### src/rtl/ahb_pkg.sv
// Shared AHB encodings plus burst beat-count and wrap-mask helpers.
// Combinational helpers only; no latency, no flow control.
package ahb_pkg;

  localparam logic [1:0] HTRANS_IDLE   = 2'b00;
  localparam logic [1:0] HTRANS_BUSY   = 2'b01;
  localparam logic [1:0] HTRANS_NONSEQ = 2'b10;
  localparam logic [1:0] HTRANS_SEQ    = 2'b11;

  localparam logic [2:0] HBURST_SINGLE = 3'd0;
  localparam logic [2:0] HBURST_INCR   = 3'd1;
  localparam logic [2:0] HBURST_WRAP4  = 3'd2;
  localparam logic [2:0] HBURST_INCR4  = 3'd3;
  localparam logic [2:0] HBURST_WRAP8  = 3'd4;
  localparam logic [2:0] HBURST_INCR8  = 3'd5;
  localparam logic [2:0] HBURST_WRAP16 = 3'd6;
  localparam logic [2:0] HBURST_INCR16 = 3'd7;

  localparam logic [2:0] HSIZE_WORD  = 3'd2;
  localparam logic [2:0] HSIZE_DWORD = 3'd3;

  // Undefined-length INCR is issued as a single beat.
  function automatic logic [4:0] beat_count(input logic [2:0] burst);
    case (burst)
      HBURST_SINGLE, HBURST_INCR:  beat_count = 5'd1;
      HBURST_WRAP4, HBURST_INCR4:  beat_count = 5'd4;
      HBURST_WRAP8, HBURST_INCR8:  beat_count = 5'd8;
      default:                     beat_count = 5'd16;
    endcase
  endfunction

  // Low address bits that wrap; zero for non-wrapping bursts.
  function automatic logic [7:0] wrap_mask(input logic [2:0] burst, input logic [2:0] size);
    logic [7:0] span;
    span = 8'(beat_count(burst)) << size;
    case (burst)
      HBURST_WRAP4, HBURST_WRAP8, HBURST_WRAP16: wrap_mask = span - 8'd1;
      default:                                   wrap_mask = '0;
    endcase
  endfunction

endpackage

### src/rtl/ahb_addr_gen.sv
// Next beat address: plain increment, or wrap within the burst-sized window.
// Purely combinational; no flow control.
module ahb_addr_gen
  import ahb_pkg::*;
#(
  parameter int ADDR_WIDTH = 32
) (
  input  logic [ADDR_WIDTH-1:0] addr,
  input  logic [2:0]            size,
  input  logic [2:0]            burst,
  output logic [ADDR_WIDTH-1:0] next_addr
);

  logic [ADDR_WIDTH-1:0] incr;
  logic [ADDR_WIDTH-1:0] sum;
  logic [ADDR_WIDTH-1:0] mask;

  always_comb begin
    incr = ADDR_WIDTH'(1) << size;
    sum  = addr + incr;
    mask = ADDR_WIDTH'(wrap_mask(burst, size));
    if (mask == '0) next_addr = sum;
    else            next_addr = (addr & ~mask) | (sum & mask);
  end

endmodule

### src/rtl/ahb_burst_manager.sv
// AHB-Lite master issuing one command as a SINGLE/INCRx/WRAPx burst; data phase lags address by one accepted cycle.
// Write beats stall the bus with BUSY/IDLE when wr_valid is low; read beats have no backpressure.
module ahb_burst_manager #(
  parameter int DATA_WIDTH = 32,
  parameter int ADDR_WIDTH = 32
) (
  input  logic                  HCLK,
  input  logic                  HRESETn,
  input  logic                  cmd_valid,
  output logic                  cmd_ready,
  input  logic [ADDR_WIDTH-1:0] cmd_addr,
  input  logic                  cmd_write,
  input  logic [2:0]            cmd_size,
  input  logic [2:0]            cmd_burst,
  input  logic                  wr_valid,
  output logic                  wr_ready,
  input  logic [DATA_WIDTH-1:0] wr_data,
  output logic                  rd_valid,
  output logic [DATA_WIDTH-1:0] rd_data,
  output logic                  rd_last,
  output logic                  done_valid,
  output logic                  done_err,
  output logic [ADDR_WIDTH-1:0] HADDR,
  output logic                  HWRITE,
  output logic [2:0]            HSIZE,
  output logic [2:0]            HBURST,
  output logic [1:0]            HTRANS,
  output logic [3:0]            HPROT,
  output logic                  HMASTLOCK,
  output logic [DATA_WIDTH-1:0] HWDATA,
  input  logic [DATA_WIDTH-1:0] HRDATA,
  input  logic                  HREADY,
  input  logic                  HRESP
);
  import ahb_pkg::*;

  typedef enum logic [1:0] {ST_IDLE, ST_ADDR, ST_DRAIN, ST_ERR} state_t;

  localparam logic [2:0] MAX_SIZE = (DATA_WIDTH == 64) ? HSIZE_DWORD : HSIZE_WORD;

  state_t                state, state_nxt;
  logic                  rst_done;
  logic [ADDR_WIDTH-1:0] next_addr;
  logic [4:0]            beats_left;
  logic                  first_q;
  logic                  dp_vld, dp_write, dp_last;
  logic                  err_hit, accept, beat_rdy;
  logic [1:0]            htrans;

  ahb_addr_gen #(.ADDR_WIDTH(ADDR_WIDTH)) u_addr_gen (
    .addr      (HADDR),
    .size      (HSIZE),
    .burst     (HBURST),
    .next_addr (next_addr)
  );

  always_ff @(posedge HCLK or negedge HRESETn) begin
    if (!HRESETn) state <= ST_IDLE;
    else          state <= state_nxt;
  end

  always_comb begin
    state_nxt  = state;
    htrans     = HTRANS_IDLE;
    beat_rdy   = 1'b0;
    accept     = 1'b0;
    done_valid = 1'b0;
    done_err   = 1'b0;
    cmd_ready  = (state == ST_IDLE) && rst_done;
    err_hit    = HRESP && !HREADY && (state == ST_ADDR || state == ST_DRAIN);
    case (state)
      ST_IDLE: if (cmd_valid && cmd_ready) state_nxt = ST_ADDR;
      ST_ADDR: begin
        beat_rdy = !HWRITE || wr_valid;
        if (beat_rdy)     htrans = first_q ? HTRANS_NONSEQ : HTRANS_SEQ;
        else if (!first_q) htrans = HTRANS_BUSY;
        accept = beat_rdy && HREADY;
        if (accept && beats_left == 5'd1) state_nxt = ST_DRAIN;
      end
      ST_DRAIN: if (HREADY) begin
        state_nxt  = ST_IDLE;
        done_valid = 1'b1;
      end
      default: if (HREADY) begin
        state_nxt  = ST_IDLE;
        done_valid = 1'b1;
        done_err   = 1'b1;
      end
    endcase
    // First ERROR cycle: pull the bus to IDLE immediately and drop the rest of the burst.
    if (err_hit) begin
      state_nxt = ST_ERR;
      htrans    = HTRANS_IDLE;
      accept    = 1'b0;
    end
  end

  always_ff @(posedge HCLK or negedge HRESETn) begin
    if (!HRESETn) begin
      rst_done   <= 1'b0;
      HADDR      <= '0;
      HWRITE     <= 1'b0;
      HSIZE      <= '0;
      HBURST     <= '0;
      HWDATA     <= '0;
      beats_left <= '0;
      first_q    <= 1'b0;
      dp_vld     <= 1'b0;
      dp_write   <= 1'b0;
      dp_last    <= 1'b0;
    end else begin
      rst_done <= 1'b1;
      if (cmd_valid && cmd_ready) begin
        HADDR      <= cmd_addr;
        HWRITE     <= cmd_write;
        HSIZE      <= (cmd_size > MAX_SIZE) ? MAX_SIZE : cmd_size;
        HBURST     <= cmd_burst;
        beats_left <= beat_count(cmd_burst);
        first_q    <= 1'b1;
      end
      if (accept) begin
        if (beats_left != 5'd1) HADDR <= next_addr;
        beats_left <= beats_left - 5'd1;
        first_q    <= 1'b0;
        if (HWRITE) HWDATA <= wr_data;
      end
      if (err_hit) begin
        dp_vld <= 1'b0;
      end else if (HREADY) begin
        dp_vld   <= accept;
        dp_write <= HWRITE;
        dp_last  <= (beats_left == 5'd1);
      end
    end
  end

  assign HTRANS    = htrans;
  assign HPROT     = 4'b0011;
  assign HMASTLOCK = 1'b0;
  assign wr_ready  = accept && HWRITE;
  assign rd_valid  = dp_vld && !dp_write && HREADY && !HRESP;
  assign rd_last   = rd_valid && dp_last;
  assign rd_data   = HRDATA;

endmodule
### config.mk
export PLATFORM = sky130hd
export DESIGN_NAME = ahb_burst_manager
export DESIGN_NICKNAME = d
export VERILOG_FILES = /design/src/rtl/ahb_pkg.sv /design/src/rtl/ahb_addr_gen.sv /design/src/rtl/ahb_burst_manager.sv
export SDC_FILE = /design/constraint.sdc
export NUM_CORES = 1
export LEC_CHECK = 0
export ABC_AREA = 1
export CAP_MARGIN = 30
export CORE_MARGIN = 1
export CORE_UTILIZATION = 45
export DETAILED_ROUTE_END_ITERATION = 8
export HOLD_SLACK_MARGIN = 0.05
export PLACE_DENSITY = 0.82
export SYNTH_ARGS = -nofsm -noshare
export SYNTH_HDL_FRONTEND = slang
export SYNTH_HIERARCHICAL = 1
export SYNTH_SLANG_ARGS = --single-unit
### constraint.sdc
create_clock -name HCLK -period 3.5 [get_ports HCLK]
set_input_delay 0.525 -clock HCLK [delete_from_list [all_inputs] [get_ports HCLK]]
set_output_delay 0.525 -clock HCLK [all_outputs]
set_load 0.02 [all_outputs]
### After elaboration in Yosys (flattened, before gate mapping)

Index checks and enable logic that the tools add are counted.

* flip-flop bits (word level): 83
* input bits: 109
* output and inout bits: 116
* logic and storage cells: 105

* $add $sub $neg: 3
* $lt $le $gt $ge: 1
* equal/unequal tests: 17
* shift operators: 2
* muxes and demuxes: 29
* bitwise gates (word level): 5
* reductions and logical operators: 36

Operator list (number)
* 32-bit 2-to-1 mux: 4
* 32-bit adder: 1
* 32-bit AND: 1
* 32-bit by 8-bit AND with 32-bit output: 1
* 8-bit NOT with 32-bit output: 1
* 32-bit OR: 1
* 1-bit by 3-bit << shifter with 32-bit output, first input constant: 1
* 5-bit case mux with 3 select lines: 2
* 3-bit equality test, second input constant: 5
* 2-bit 2-to-1 mux: 7
* 2-bit OR reduction: 7
* 3-bit by 2-bit equality test with 1-bit output, second input constant: 4
* 1-bit logical AND: 11
* 1-bit 2-to-1 mux: 11
* 5-bit 2-to-1 mux: 2
* 8-bit logical NOT: 1
* 8-bit 2-to-1 mux: 1
* 5-bit by 3-bit << shifter with 8-bit output: 1
* 8-bit by 1-bit subtractor with 8-bit output, second input constant: 1
* 3-bit by 1-bit equality test with 1-bit output, second input constant: 2
* 3-bit logical NOT: 2
* 3-bit by 2-bit != test with 1-bit output, second input constant: 2
* 3-bit OR reduction: 2
* 5-bit by 1-bit equality test with 1-bit output, second input constant: 1
* other kinds (15): 21

### Depth between registers and ports, before layout

* word-level depth: 12
* mapped depth: 19
* gate-level depth less buffers: 18

### Cells and area by module

The synthesis kept the hierarchy.

By module, submodules not included
* ahb_burst_manager: instances 1, cells an instance 555, area each 4209.0 µm², sequential area each 2077.0 µm²
* ahb_addr_gen: instances 1, cells an instance 298, area each 1581.5 µm², sequential area each 0.0 µm²

### Worst setup path before layout

OpenSTA, ideal clock, no wires.

* path kind: register to register
* start point: reg HSIZE[1]
* end point: reg HADDR[30]
* library setup time: 0.116 ns
* arrival time: 2.593 ns
* required time: 3.384 ns
* path slack: 0.791 ns
* cell stages (with the launch flop): 20
* buffers on the path: 1
* period minus slack after synthesis: 2.709 ns
* cell sequence: dfrtp_1 -> buf_2 -> nor2_1 -> inv_1 -> nor2_1 -> ha_1 -> inv_1 -> fa_1 -> inv_1 -> a21oi_1 -> o21ai_2 -> inv_1 -> o21bai_2 -> nand4_1 -> inv_1 -> nand2_1 -> nand2_1 -> nand2_1 -> nand3_1 -> nand2_1

* word-level cells in the longest chain between the ends: 7
* elaborated cells between the ends (all ways): 11
* those cells by class: 2 x add/sub; 2 x shift; 4 x mux; 2 x bitwise; 1 x reduce/logical

RTL lines
* start: declaration: RTL line ahb_burst_manager.sv:25 `output logic [2:0] HSIZE,`
* start signal: assignment: RTL line ahb_burst_manager.sv:116 `HSIZE <= (cmd_size > MAX_SIZE) ? MAX_SIZE : cmd_size;`
* 1-bit by 3-bit << shifter with 32-bit output / 5-bit by 3-bit << shifter with 8-bit output (equally long branches): RTL line ahb_addr_gen.sv:19, ahb_pkg.sv:35
* 32-bit adder / 8-bit by 1-bit subtractor with 8-bit output (equally long branches): RTL line ahb_addr_gen.sv:20, ahb_pkg.sv:37
* 32-bit by 8-bit AND with 32-bit output / 8-bit 2-to-1 mux (equally long branches): RTL line ahb_addr_gen.sv:23, ahb_pkg.sv:36
* 32-bit OR / 8-bit logical NOT (equally long branches): RTL line ahb_addr_gen.sv:23, ahb_addr_gen.sv:22
* 32-bit 2-to-1 mux *: RTL line ahb_addr_gen.sv:22 `if (mask == '0) next_addr = sum;`
* via next_addr[30]: RTL line ahb_burst_manager.sv:43 `logic [ADDR_WIDTH-1:0] next_addr;`
* 32-bit 2-to-1 mux *: RTL line ahb_burst_manager.sv:122 `if (beats_left != 5'd1) HADDR <= next_addr;`
* 32-bit 2-to-1 mux *: RTL line ahb_burst_manager.sv:121 `if (accept) begin`
* end signal: assignment: RTL line ahb_burst_manager.sv:114 `HADDR <= cmd_addr;`
* end signal: assignment: RTL line ahb_burst_manager.sv:122
* end: declaration: RTL line ahb_burst_manager.sv:23 `output logic [ADDR_WIDTH-1:0] HADDR,`

The timed path passes the listed nets; every way through them passes the cells marked *.
A chain may end at the register's enable or synchronous reset.

### Worst setup path after layout

Ends and elaborated chain as after synthesis.

==> results.yml <==
status:
  run_status: "finished clean"
timing:
  slew_viol_final: 0
  layout_setup_ws_ns: 0.527
  clock.fmax_ghz: 0.336
  timing.final.crit_share_pct: 84.9
  totalNegativeSetupSlack_ns: 0
  finalHoldWorstSlack_ns: 0.170
  timing_worst_slew_pin_value_ns: 0.656
  layout_min_cycle_time_ns: 2.97
  slew_headroom_pct: 56.2
  setup_viol_count_final: 0
  final_hold_viol_count: 0
  rsz0062_at_grt: "false"
  skew_ns: 0.00472
logic_synthesis:
  synth_top_cells_by_count: "sky130_fd_sc_hd__nand2_1, sky130_fd_sc_hd__dfrtp_1, sky130_fd_sc_hd__nand3_1"
  post-synth-top-area-fraction_pct: 35.9
  synthArstFlopShare_pct: 100
  synth_sequential_area_ratio_pct: 35.9
  synthDistinctLibCells: 39
  synth-main-ff-cell: "sky130_fd_sc_hd__dfrtp_1"
  post-synth-top-count-cell: "sky130_fd_sc_hd__nand2_1"
  synth_enable_flop_cells: 0
  mappedNetlistArea_um2: 5790
  synth_warnings: 6
  netlist_top_cells_area: "sky130_fd_sc_hd__dfrtp_1, sky130_fd_sc_hd__nand2_1, sky130_fd_sc_hd__nand3_1, sky130_fd_sc_hd__buf_4, sky130_fd_sc_hd__inv_1"
  yosysTopAreaCell: "sky130_fd_sc_hd__dfrtp_1"
  syn-instance-count: 853
  avgSynthCellArea_um2: 6.79
  synth.ff_latch_count: 83
floorplanning:
  placementRows: 41
  die_h_um: 115
  ios: 225
  chipWidth_um: 115
  die-area_um2: 13300
  initial_standard_cell_utilization_of_the_core_pct: 46.1
  core_area_um2: 12600
route:
  detailedRoute.firstIterationViolations: 327
  vias_per_cell: 4.89
  wl_per_cell_um: 13.3
  detailedRoute.firstPassIterationCount: 5
  routed-via-count: 5567
  routed_wl_um: 15200
  detail_route.drc_violations: 0
  antenna_violating_nets_post_route: 0
power_and_ir_drop:
  worst_ir_drop_vdd_v: 0.000440
  leakagePower_uw: 0.00384
  power_density_nw_per_um2: 849
critical_path:
  critical_path.max_fanout: 11
  cp-end-kind: "flop"
  crit_type: "flop to flop"
  worst_path_arrival_ns: 3.20
  cp-start-kind: "flop"
  worst-endpoint-required_ns: 3.73
global_routing:
  antenna_found_initial: 0
  global_route_wire_length_before_repair_um: 24600
  grtUsageTotal_pct: 23.7
  grt_max_degree: 50
  first_global_vias: 5216
  aggregate_global_routing_overflow: 0
run:
  cap_violations: 0
clock_tree:
  cts_root_cell: "sky130_fd_sc_hd__clkbuf_16"
  path_clk_slew_ns: 0.06
  clock_path_buffers: 2
  cts_tree: "built"
  cts_max_level: 3
  cts_resized: 0
  worst_skew_pair.late_latency_ns: 0.34
  cts_num_sinks: 83
  postCtsSetupRepairBufs: 0
  cts_hold_buffers: 0
  cts-buffers-inserted: 9
hold_path:
  holdCritPathClass: "primary input to async pin"
cells_and_area:
  syn_to_final_growth_pct: 29.1
  nets: 1086
  sequential_cell_area_um2: 2080
  filler_cell_count: 1144
  multi_input_logic_area_um2: 2960
  fin_cells: 1138
  antenna_cells: 0
  fraction_of_final_layout_cells_with_drive_strength_greater_than_1_pct: 5.28
place:
  pre_cts_ws_ns: 0.562
  dp_cells: 1122
  gpl.final_weighted_congestion: 0.871
  io_buffer_count: 155
  place_hpwl_um: 10900
layout make-up:
| cell class | count | share of cell area, % |
|---|---|---|
| Multi-Input combinational cell | 631 | 39.6 |
| Sequential cell | 83 | 27.8 |
| Timing Repair Buffer | 161 | 21.6 |
| Inverter | 75 | 3.80 |
| Clock buffer | 12 | 3.43 |
| Tap cell | 172 | 2.88 |
| Clock inverter | 4 | 0.971 |
placed cells by master, fill, tap and decap left out, types with 3 or more instances in the layout:
cell type                         instances
sky130_fd_sc_hd__nand2_1                386
sky130_fd_sc_hd__clkdlybuf4s50_1        154
sky130_fd_sc_hd__dfrtp_1                 83
sky130_fd_sc_hd__nand3_1                 73
sky130_fd_sc_hd__inv_1                   67
sky130_fd_sc_hd__nor2_1                  38
sky130_fd_sc_hd__a21oi_1                 17
sky130_fd_sc_hd__o21ai_0                 16
sky130_fd_sc_hd__ha_1                    15
sky130_fd_sc_hd__xnor2_1                 14
sky130_fd_sc_hd__nand4_1                 12
sky130_fd_sc_hd__xor2_1                  10
sky130_fd_sc_hd__clkbuf_16                9
sky130_fd_sc_hd__inv_2                    7
sky130_fd_sc_hd__nor3_1                   7
sky130_fd_sc_hd__conb_1                   6
sky130_fd_sc_hd__buf_4                    6
sky130_fd_sc_hd__nor2_2                   5
sky130_fd_sc_hd__nand2_2                  4
sky130_fd_sc_hd__o21ai_1                  4
sky130_fd_sc_hd__nand3_2                  3
sky130_fd_sc_hd__nand3b_1                 3
state kept, by name, summed over array words and instances, names as in the netlist:
register	flops
dp_write	1
rst_done	1
dp_last	1
state	2
first_q	1
HSIZE	3
beats_left	5
HWDATA	32
HWRITE	1
dp_vld	1
HADDR	32
HBURST	3
final timing paths:
kind	from	endpoint	slack, ns	depth (start not counted)
worst min register to register	HWDATA[10]	HWDATA[10]	0.48	2
max in group asynchronous	HRESETn	HWDATA[10]	2.73	2
min in group HCLK	HWDATA[10]	HWDATA[10]	0.48	2
worst max register to register	HSIZE[1]	HADDR[30]	0.53	18
worst max-delay path	HSIZE[1]	HADDR[30]	0.53	18
worst min-delay path	HRESETn	HWDATA[21]	0.17	1
kinds of logic after synthesis:
| logic type | synth area share (%) |
|---|---|
| flops | 35.9 |
| mux | 0.259 |
| buf+inv | 13.3 |
| xor+xnor | 3.63 |
| simple gates | 39.0 |
| compound gates | 4.17 |
| fa+ha+maj | 3.59 |
| other cells | 0.130 |
power breakdown:
| part | switching [uW] | total, uW | internal, uW |
|---|---|---|---|
| Combinational | 1970 | 3430 | 1460 |
| Clock | 386 | 1050 | 663 |
| Sequential | 490 | 1870 | 1380 |
| Total | 2840 | 6350 | 3500 |
per-layer routing:
layer	vias up	share of wire (%)	GRT usage, %
li1	2826	-	-
met1	2510	42	28.2
met2	208	48	40.6
met3	23	8.6	7.01
met4	0	1.9	8.66
met5	-	0	0
metrics by stage:
step | power (uW) | cell area (um2) | utilization (%)
global route | 6870 | 7480 | 59.5
floorplan | 4070 | 5810 | -
finish | 6350 | 7480 | 59.5
detailed placement | 5300 | 7150 | 56.9
global placement | 5210 | 7120 | 56.7
CTS | 6380 | 7480 | 59.5
worst max-delay path, cell delays in order, from the launching register on:
cell and delay (ns):
sky130_fd_sc_hd__dfrtp_1 0.49, sky130_fd_sc_hd__nor2_1 0.22, sky130_fd_sc_hd__inv_1 0.09, sky130_fd_sc_hd__nor2_1 0.10, sky130_fd_sc_hd__ha_1 0.17, sky130_fd_sc_hd__inv_1 0.06, sky130_fd_sc_hd__fa_1 0.39, sky130_fd_sc_hd__inv_1 0.07
sky130_fd_sc_hd__a21oi_1 0.07, sky130_fd_sc_hd__o21ai_2 0.20, sky130_fd_sc_hd__inv_1 0.08, sky130_fd_sc_hd__o21bai_2 0.23, sky130_fd_sc_hd__nand4_1 0.23, sky130_fd_sc_hd__inv_1 0.15, sky130_fd_sc_hd__nand2_1 0.06, sky130_fd_sc_hd__nand2_1 0.06
sky130_fd_sc_hd__nand2_1 0.04, sky130_fd_sc_hd__nand3_1 0.07, sky130_fd_sc_hd__nand2_1 0.06
Note: power is estimated with default switching activity, not from simulation.
